==> src/rtl/sync_long_if.sv <==
// Handshake bundle between the long-preamble sync controller and its
// neighbours: sync-short on the input side, FFT/demapper on the output.
interface sync_long_if #(
   parameter int CNT_W = 8,
   parameter int SYM_W = 12
);
   logic             short_found;
   logic             in_strobe;
   logic             corr_strobe;
   logic [CNT_W-1:0] max_idx;
   logic [SYM_W-1:0] n_symbols;
   logic             abort;

   logic             phase_sample;
   logic             quant_en;
   logic             phase_calc_en;
   logic             out_strobe;
   logic             providing_long;
   logic             providing_stream;
   logic [CNT_W-1:0] samp_idx;
   logic [SYM_W-1:0] sym_idx;
   logic             frame_done;
   logic             sync_err;
   logic             busy;

   modport master (
      output short_found, in_strobe, corr_strobe,
      output max_idx, n_symbols, abort,
      input  phase_sample, quant_en, phase_calc_en,
      input  out_strobe, providing_long, providing_stream,
      input  samp_idx, sym_idx, frame_done, sync_err, busy
   );

   modport slave (
      input  short_found, in_strobe, corr_strobe,
      input  max_idx, n_symbols, abort,
      output phase_sample, quant_en, phase_calc_en,
      output out_strobe, providing_long, providing_stream,
      output samp_idx, sym_idx, frame_done, sync_err, busy
   );
endinterface

==> src/rtl/sync_long_ctrl.sv <==
// Long-preamble sync sequencer: phase sample, rest, correlation sweep,
// LONG2 alignment, then alternating CP-strip / data-symbol windows.
module sync_long_ctrl #(
   parameter int N_FFT      = 64,
   parameter int CP_LEN     = 16,
   parameter int REST_COUNT = 112,
   parameter int CORR_SWEEP = 66,
   parameter int LONG2_POS  = 96,
   parameter int TARGET_WIN = 65,
   parameter int CNT_W      = 8,
   parameter int SYM_W      = 12
) (
   input  logic        CLK,
   input  logic        s_RST,
   sync_long_if.slave  bus
);

   typedef enum logic [2:0] {
      S_IDLE, S_SAMPLE, S_REST, S_CORR,
      S_WAIT, S_LONG, S_CP, S_DATA
   } state_t;

   localparam logic [CNT_W-1:0] REST_LAST = CNT_W'(REST_COUNT - 1);
   localparam logic [CNT_W-1:0] CORR_LAST = CNT_W'(CORR_SWEEP - 1);
   localparam logic [CNT_W-1:0] WAIT_LAST = CNT_W'(LONG2_POS - 1);
   localparam logic [CNT_W-1:0] FFT_LAST  = CNT_W'(N_FFT - 1);
   localparam logic [CNT_W-1:0] CP_LAST   = CNT_W'(CP_LEN - 1);
   localparam logic signed [CNT_W+1:0] START_BASE =
      (CNT_W+2)'(2 * TARGET_WIN + 1);
   localparam logic signed [CNT_W+1:0] LONG2_S = (CNT_W+2)'(LONG2_POS);

   state_t           state;
   logic [CNT_W-1:0] cnt;
   logic [SYM_W-1:0] sym;
   logic [SYM_W-1:0] nsym;

   logic                    stb;
   logic                    last;
   logic                    bad;
   logic                    done;
   logic signed [CNT_W+1:0] start;

   // Pick the strobe that advances the current state and flag its final sample
   always_comb begin
      stb  = 1'b0;
      last = 1'b0;
      unique case (state)
         S_SAMPLE: begin
            stb  = bus.in_strobe;
            last = stb;
         end
         S_REST: begin
            stb  = bus.in_strobe;
            last = stb && (cnt == REST_LAST);
         end
         S_CORR: begin
            stb  = bus.in_strobe;
            last = stb && (cnt == CORR_LAST);
         end
         S_WAIT: begin
            stb  = bus.corr_strobe;
            last = stb && (cnt == WAIT_LAST);
         end
         S_LONG, S_DATA: begin
            stb  = bus.corr_strobe;
            last = stb && (cnt == FFT_LAST);
         end
         S_CP: begin
            stb  = bus.corr_strobe;
            last = stb && (cnt == CP_LAST);
         end
         default: begin
            stb  = 1'b0;
            last = 1'b0;
         end
      endcase
   end

   // Signed start position: a peak far from target puts LONG2 out of reach
   assign start = START_BASE - $signed({2'b00, bus.max_idx});
   assign bad   = start[CNT_W+1] || (start >= LONG2_S);
   assign done  = (state == S_DATA) && last && (nsym != '0) &&
                  (sym == nsym - SYM_W'(1));

   // Sequencer: one counter shared by all states, cleared on each transition
   always_ff @(posedge CLK) begin
      if (s_RST || bus.abort) begin
         state <= S_IDLE;
         cnt   <= '0;
         sym   <= '0;
         nsym  <= '0;
      end else begin
         unique case (state)
            S_IDLE: begin
               if (bus.short_found) begin
                  nsym  <= bus.n_symbols;
                  sym   <= '0;
                  cnt   <= '0;
                  state <= S_SAMPLE;
               end
            end
            S_SAMPLE: begin
               if (last) state <= S_REST;
            end
            S_REST: begin
               if (last) begin
                  cnt   <= '0;
                  state <= S_CORR;
               end else if (stb) begin
                  cnt <= cnt + CNT_W'(1);
               end
            end
            S_CORR: begin
               if (last) begin
                  if (bad) begin
                     cnt   <= '0;
                     state <= S_IDLE;
                  end else begin
                     cnt   <= start[CNT_W-1:0];
                     state <= S_WAIT;
                  end
               end else if (stb) begin
                  cnt <= cnt + CNT_W'(1);
               end
            end
            S_WAIT: begin
               if (last) begin
                  cnt   <= '0;
                  state <= S_LONG;
               end else if (stb) begin
                  cnt <= cnt + CNT_W'(1);
               end
            end
            S_LONG: begin
               if (last) begin
                  cnt   <= '0;
                  state <= S_CP;
               end else if (stb) begin
                  cnt <= cnt + CNT_W'(1);
               end
            end
            S_CP: begin
               if (last) begin
                  cnt   <= '0;
                  state <= S_DATA;
               end else if (stb) begin
                  cnt <= cnt + CNT_W'(1);
               end
            end
            S_DATA: begin
               if (last) begin
                  cnt <= '0;
                  if (done) begin
                     sym   <= '0;
                     state <= S_IDLE;
                  end else begin
                     sym   <= sym + SYM_W'(1);
                     state <= S_CP;
                  end
               end else if (stb) begin
                  cnt <= cnt + CNT_W'(1);
               end
            end
            default: begin
               cnt   <= '0;
               state <= S_IDLE;
            end
         endcase
      end
   end

   // Mealy outputs; abort suppresses every pulse in its own cycle
   assign bus.busy             = (state != S_IDLE);
   assign bus.phase_sample     = (state == S_SAMPLE) && bus.in_strobe &&
                                 !bus.abort;
   assign bus.quant_en         = (state == S_CORR);
   assign bus.phase_calc_en    = (state == S_CORR) || (state == S_WAIT) ||
                                 (state == S_LONG) || (state == S_CP) ||
                                 (state == S_DATA);
   assign bus.providing_long   = (state == S_LONG);
   assign bus.providing_stream = (state == S_DATA);
   assign bus.out_strobe       = (bus.providing_long ||
                                  bus.providing_stream) &&
                                 bus.corr_strobe && !bus.abort;
   assign bus.samp_idx         = (bus.providing_long ||
                                  bus.providing_stream) ? cnt : '0;
   assign bus.sym_idx          = bus.providing_stream ? sym : '0;
   assign bus.frame_done       = done && !bus.abort;
   assign bus.sync_err         = (state == S_CORR) && last && bad &&
                                 !bus.abort;

endmodule

==> src/flat_wrapper.sv <==
// flat-port wrapper written by rule: the top's interface ports become plain ports
module sync_long_ctrl_flat 
#(
   parameter int N_FFT      = 64,
   parameter int CP_LEN     = 16,
   parameter int REST_COUNT = 112,
   parameter int CORR_SWEEP = 66,
   parameter int LONG2_POS  = 96,
   parameter int TARGET_WIN = 65,
   parameter int CNT_W      = 8,
   parameter int SYM_W      = 12
)
  (CLK, s_RST, bus_short_found, bus_in_strobe, bus_corr_strobe, bus_max_idx, bus_n_symbols, bus_abort, bus_phase_sample, bus_quant_en, bus_phase_calc_en, bus_out_strobe, bus_providing_long, bus_providing_stream, bus_samp_idx, bus_sym_idx, bus_frame_done, bus_sync_err, bus_busy);
  sync_long_if #(.CNT_W(CNT_W), .SYM_W(SYM_W)) bus_i ();
  input  logic CLK;
  input  logic s_RST;
  input wire logic [$bits(bus_i.short_found)-1:0] bus_short_found;
  input wire logic [$bits(bus_i.in_strobe)-1:0] bus_in_strobe;
  input wire logic [$bits(bus_i.corr_strobe)-1:0] bus_corr_strobe;
  input wire logic [$bits(bus_i.max_idx)-1:0] bus_max_idx;
  input wire logic [$bits(bus_i.n_symbols)-1:0] bus_n_symbols;
  input wire logic [$bits(bus_i.abort)-1:0] bus_abort;
  output wire logic [$bits(bus_i.phase_sample)-1:0] bus_phase_sample;
  output wire logic [$bits(bus_i.quant_en)-1:0] bus_quant_en;
  output wire logic [$bits(bus_i.phase_calc_en)-1:0] bus_phase_calc_en;
  output wire logic [$bits(bus_i.out_strobe)-1:0] bus_out_strobe;
  output wire logic [$bits(bus_i.providing_long)-1:0] bus_providing_long;
  output wire logic [$bits(bus_i.providing_stream)-1:0] bus_providing_stream;
  output wire logic [$bits(bus_i.samp_idx)-1:0] bus_samp_idx;
  output wire logic [$bits(bus_i.sym_idx)-1:0] bus_sym_idx;
  output wire logic [$bits(bus_i.frame_done)-1:0] bus_frame_done;
  output wire logic [$bits(bus_i.sync_err)-1:0] bus_sync_err;
  output wire logic [$bits(bus_i.busy)-1:0] bus_busy;
  assign bus_i.short_found = bus_short_found;
  assign bus_i.in_strobe = bus_in_strobe;
  assign bus_i.corr_strobe = bus_corr_strobe;
  assign bus_i.max_idx = bus_max_idx;
  assign bus_i.n_symbols = bus_n_symbols;
  assign bus_i.abort = bus_abort;
  assign bus_phase_sample = bus_i.phase_sample;
  assign bus_quant_en = bus_i.quant_en;
  assign bus_phase_calc_en = bus_i.phase_calc_en;
  assign bus_out_strobe = bus_i.out_strobe;
  assign bus_providing_long = bus_i.providing_long;
  assign bus_providing_stream = bus_i.providing_stream;
  assign bus_samp_idx = bus_i.samp_idx;
  assign bus_sym_idx = bus_i.sym_idx;
  assign bus_frame_done = bus_i.frame_done;
  assign bus_sync_err = bus_i.sync_err;
  assign bus_busy = bus_i.busy;
  sync_long_ctrl #(.N_FFT(N_FFT), .CP_LEN(CP_LEN), .REST_COUNT(REST_COUNT), .CORR_SWEEP(CORR_SWEEP), .LONG2_POS(LONG2_POS), .TARGET_WIN(TARGET_WIN), .CNT_W(CNT_W), .SYM_W(SYM_W)) u_core (.CLK(CLK), .s_RST(s_RST), .bus(bus_i));
endmodule
==> config.mk <==
export PLATFORM = sky130hd
export DESIGN_NAME = sync_long_ctrl_flat
export DESIGN_NICKNAME = d
export VERILOG_FILES = /design/src/rtl/sync_long_if.sv /design/src/rtl/sync_long_ctrl.sv /design/src/flat_wrapper.sv
export SDC_FILE = /design/constraint.sdc
export NUM_CORES = 1
export LEC_CHECK = 0
export ABC_AREA = 1
export CAP_MARGIN = 20
export CORE_ASPECT_RATIO = 1.75
export CORE_MARGIN = 10
export CORE_UTILIZATION = 50
export DETAILED_ROUTE_END_ITERATION = 10
export PLACE_DENSITY = 0.78
export SLEW_MARGIN = 10
export SYNTH_ARGS = -nofsm -noshare
export SYNTH_HDL_FRONTEND = slang
export SYNTH_SLANG_ARGS = --single-unit
==> constraint.sdc <==
create_clock -name CLK -period 2.6 [get_ports CLK]
set_input_delay 0.52 -clock CLK [delete_from_list [all_inputs] [get_ports CLK]]
set_output_delay 0.52 -clock CLK [all_outputs]
set_load 0.1 [all_outputs]
==> results of run 1 <==
## metal layers
layer | track usage | routed length, µm
met1 | 0.185 | 3330
met2 | 0.437 | 5400
met3 | 0.0468 | 546
met4 | 0.143 | 739
met5 | 0 | 0
## power breakdown
group	switching [mW]	total, mW	internal [mW]
sequential	0.0136	0.561	0.547
combinational	0.202	0.345	0.143
clock	0.222	0.532	0.311
total	0.437	1.44	1.00
## kinds of logic after synthesis
family | after synthesis
AOI/OAI and AO/OA | 57
adders and majority gates | 5
buffers and inverters | 78
xor gates and xnor gates | 21
and+or+nand+nor | 255
DFF | 35
## state kept, by name, summed over array words and instances (netlist names)
register	cells
u_core.sym	12
u_core.state	3
u_core.nsym	12
u_core.cnt	8
## through the flow
stage                util  cell area (µm²)  setup WS, ps
floorplan               -             2790          -292
global placement    0.716             3730         -43.5
detailed placement  0.716             3730          -111
CTS                 0.750             3910          -177
global route        0.782             4080          -229
finish              0.782             4080          -152
## Yosys cell counts (2+ instances only)
library cell	instances
nand2_1	109
nor2_1	81
inv_1	68
dfxtp_1	35
nand3_1	28
o21ai_0	28
a21oi_1	23
xor2_1	16
nor3_1	10
nand4_1	7
nand2_2	6
ha_1	5
xnor2_1	5
clkbuf_1	4
nor2_2	4
a31oi_1	2
inv_2	2
nand3_2	2
nand3b_1	2
nor3b_1	2
nor4_1	2
## area by class of cell
type	instances	share of cell area
Multi-Input combinational cell	338	0.474
Timing Repair Buffer	85	0.240
Sequential cell	35	0.175
Inverter	70	0.0651
Clock buffer	6	0.0203
Tap cell	55	0.0169
Clock inverter	2	0.00860
## worst reg2reg max path, stage by stage (launching register included)
cell and delay [ps]:
dfxtp_2 370, ha_4 160, nand3_1 140, nor2_1 160
nand2_1 70, nor2_1 110, nand2_2 80, nand3_4 100
nand2_2 70, buf_4 150, nor2_1 110, nand2_1 110
nand2_1 120, nand2_1 80, nand2_2 250, nor2_1 90
## placed cells by master (no fill, tap or decap), types with 3 or more instances in the layout
cell type	n
clkbuf_8	6
clkdlybuf4s50_1	21
xor2_1	15
nor3_1	7
buf_12	21
dlymetal6s2s_1	4
xnor2_1	4
o21ai_0	26
nor3_2	3
inv_1	59
nand3_2	6
nand3_1	24
nand2_2	9
dfxtp_1	25
nor2_4	17
inv_2	10
nand2_1	103
a21oi_1	23
nor2_2	8
buf_4	38
nand2_4	3
dfxtp_2	10
nand4_1	7
nor2_1	61
## how the worst min path moves through the flow
stage,start,endpoint,slack (ps),depth (start not counted)
2_1_floorplan,u_core.nsym[10],u_core.nsym[10],460,2
3_3_place_gp,u_core.nsym[10],u_core.nsym[10],470,2
3_5_place_dp,u_core.nsym[10],u_core.nsym[10],470,2
4_1_cts,u_core.nsym[10],u_core.nsym[10],480,2
5_1_grt,u_core.nsym[10],u_core.nsym[10],520,2
6_report,u_core.nsym[10],u_core.nsym[10],480,2
## what timing repair did
action | 4_1_cts | 5_1_grt
endpoints found under the setup margin | 2 | 8
hold buffers | 0 | 0
pin swaps | 7 | 11
gates resized for setup | 18 | 45
setup buffers | 2 | 3
==> flow_metrics.env, run 1 <==
export IMPL_cp_max_fo=5
export IMPL_synth_top_area_frac=0.263
export IMPL_peakVddDrop_mv=0.283
export IMPL_initial_core_util=0.510
export IMPL_fin_worst_skew_ps=13.5
export IMPL_grt_pass1_wl_um=14900
export IMPL_rsz0062_at_grt="true"
export IMPL_post_dp_hpwl_um=7510
export IMPL_status="finished, violations left"
export IMPL_io_pin_count=55
export IMPL_timing_fmax_mhz=363
export IMPL_die_x_um=75.1
export IMPL_syn_to_final_growth_pct=53.2
export IMPL_finalCriticalPeriod_ps=2750
export IMPL_crit_end="bus_frame_done"
export IMPL_tns_ps=-152
export IMPL_ys_seq_area_frac=0.263
export IMPL_timing_hold_ws_ps=482
export IMPL_slew_headroom=0.632
export IMPL_synth_top_family_by_area="simple AND/OR/NAND/NOR gates"
export IMPL_synth_ff_type="dfxtp_1"
export IMPL_synth_nets=482
export IMPL_violations="negative setup slack"
export IMPL_drtIter0Drc=219
export IMPL_final_cells=591
export IMPL_fp_dieH_um=116
export IMPL_timing_critical_path_mode_cell="nor2_1"
export IMPL_ys_async_sr_fraction=0
export IMPL_coreArea_mm2=0.00521
export IMPL_placed_cells=579
export IMPL_power_density_mw_per_mm2=353
export IMPL_avgSynthCellArea_um2=5.90
export IMPL_cp_arrival_ps=2230
export IMPL_portBuffers=54
export IMPL_placementRows=35
export IMPL_regArea_um2=713
export IMPL_diodes=0
export IMPL_worstHoldPathType="flip-flop to flip-flop"
export IMPL_final_nets=566
export IMPL_tritoncts="done"
export IMPL_ys_warn_count=0
export IMPL_reg2reg_slack_ps=320
export IMPL_cp_required_ps=2080
export IMPL_grt_ovfl_total=0
export IMPL_layout_drive_gt1_share=0.274
export IMPL_post_synth_xor_area_fraction=0.0691
export IMPL_vias=3292
export IMPL_synthAdderAreaFrac=0.0235
export IMPL_synth_largest_area_cell="dfxtp_1"
export IMPL_crit_start="u_core.nsym[3]"
export IMPL_synth_simple_area_share=0.414
export IMPL_drc_errors=0
export IMPL_r2r_start="u_core.cnt[1]"
export IMPL_crit_chain="nor2_1 -> o21ai_0 -> nand3_2 -> nor4_4 -> nand3b_1 -> nor2_1 -> nand3_1 -> nor2_4 -> buf_12"
export IMPL_path_buf_inv=1
export IMPL_cp_depth=9
export IMPL_synth_compound_area_frac=0.111
export IMPL_gp_congestion=1.02
export IMPL_grt_max_degree=23
export IMPL_muxShareOfSynthArea=0
export IMPL_worst_pin_slew_ps=551
export IMPL_die_area_mm2=0.00875
export IMPL_netlist_instances=451
export IMPL_root_buffer="clkbuf_8"
export IMPL_critical_path_max_stage_delay_ps=410
export IMPL_clock_latency_ps=300
export IMPL_maxCapViolCount=0
export IMPL_fin_crit_sh=1.06
export IMPL_slew_violations=0
export IMPL_cp_top_family="simple AND/OR/NAND/NOR gates"
export IMPL_total_power_mw=1.44
export IMPL_finalSetupViolCount=1
export IMPL_h_tree_depth=2
export IMPL_syn_cell_area_mm2=0.00266
export IMPL_grt_util_all_layers=0.222
export IMPL_firstDrtPassIters=4
export IMPL_clk_pin_slew_ps=90
export IMPL_synth_edff_count=0
export IMPL_r2r_cells=15
export IMPL_nFillCells=388
export IMPL_worst_setup_path_start_kind="flip-flop"
export IMPL_reg2reg_to="u_core.sym[10]"
export IMPL_wirelength_um=10000
export IMPL_clock_path_buffers=2
export IMPL_grt_pass1_vias=3194
export IMPL_postSynthRegisterBits=35
export IMPL_antenna_found_initial=0
export IMPL_netlist_top_cells_area="dfxtp_1 (26%), nand2_1 (15%), nor2_1 (11%), inv_1 (9.6%), nand3_1 (5.3%)"
export IMPL_drt_antenna_violating_nets=0
export IMPL_crit_type="flip-flop to output port"
export IMPL_yosysUniqueCellTypes=31
export IMPL_cpMaxStageDelayCell="o21ai_0"
export IMPL_p_leak_nw=1.78
export IMPL_wl_per_cell_um=17.0
export IMPL_critPathCaptureType="output port"
export IMPL_cts_num_sinks=35
export IMPL_hold_viol_final=0
export IMPL_worst_slack_ps=-152
export IMPL_cts_buffers_inserted=5
export IMPL_viasPerCell=5.57
export IMPL_multi_input_area_mm2=0.00193
(Power assumes the default switching activity.)
==> run 2, diff against run 1 <==
--- a/config.mk
+++ b/config.mk
@@ -10,6 +10,7 @@
 export CORE_ASPECT_RATIO = 1.75
 export CORE_MARGIN = 10
 export CORE_UTILIZATION = 50
+export CTS_CLUSTER_DIAMETER = 40
 export DETAILED_ROUTE_END_ITERATION = 10
 export PLACE_DENSITY = 0.78
 export SLEW_MARGIN = 10
==> results of run 2 <==
Same layout as run 1: the final DEF is identical, and so are final timing and power.
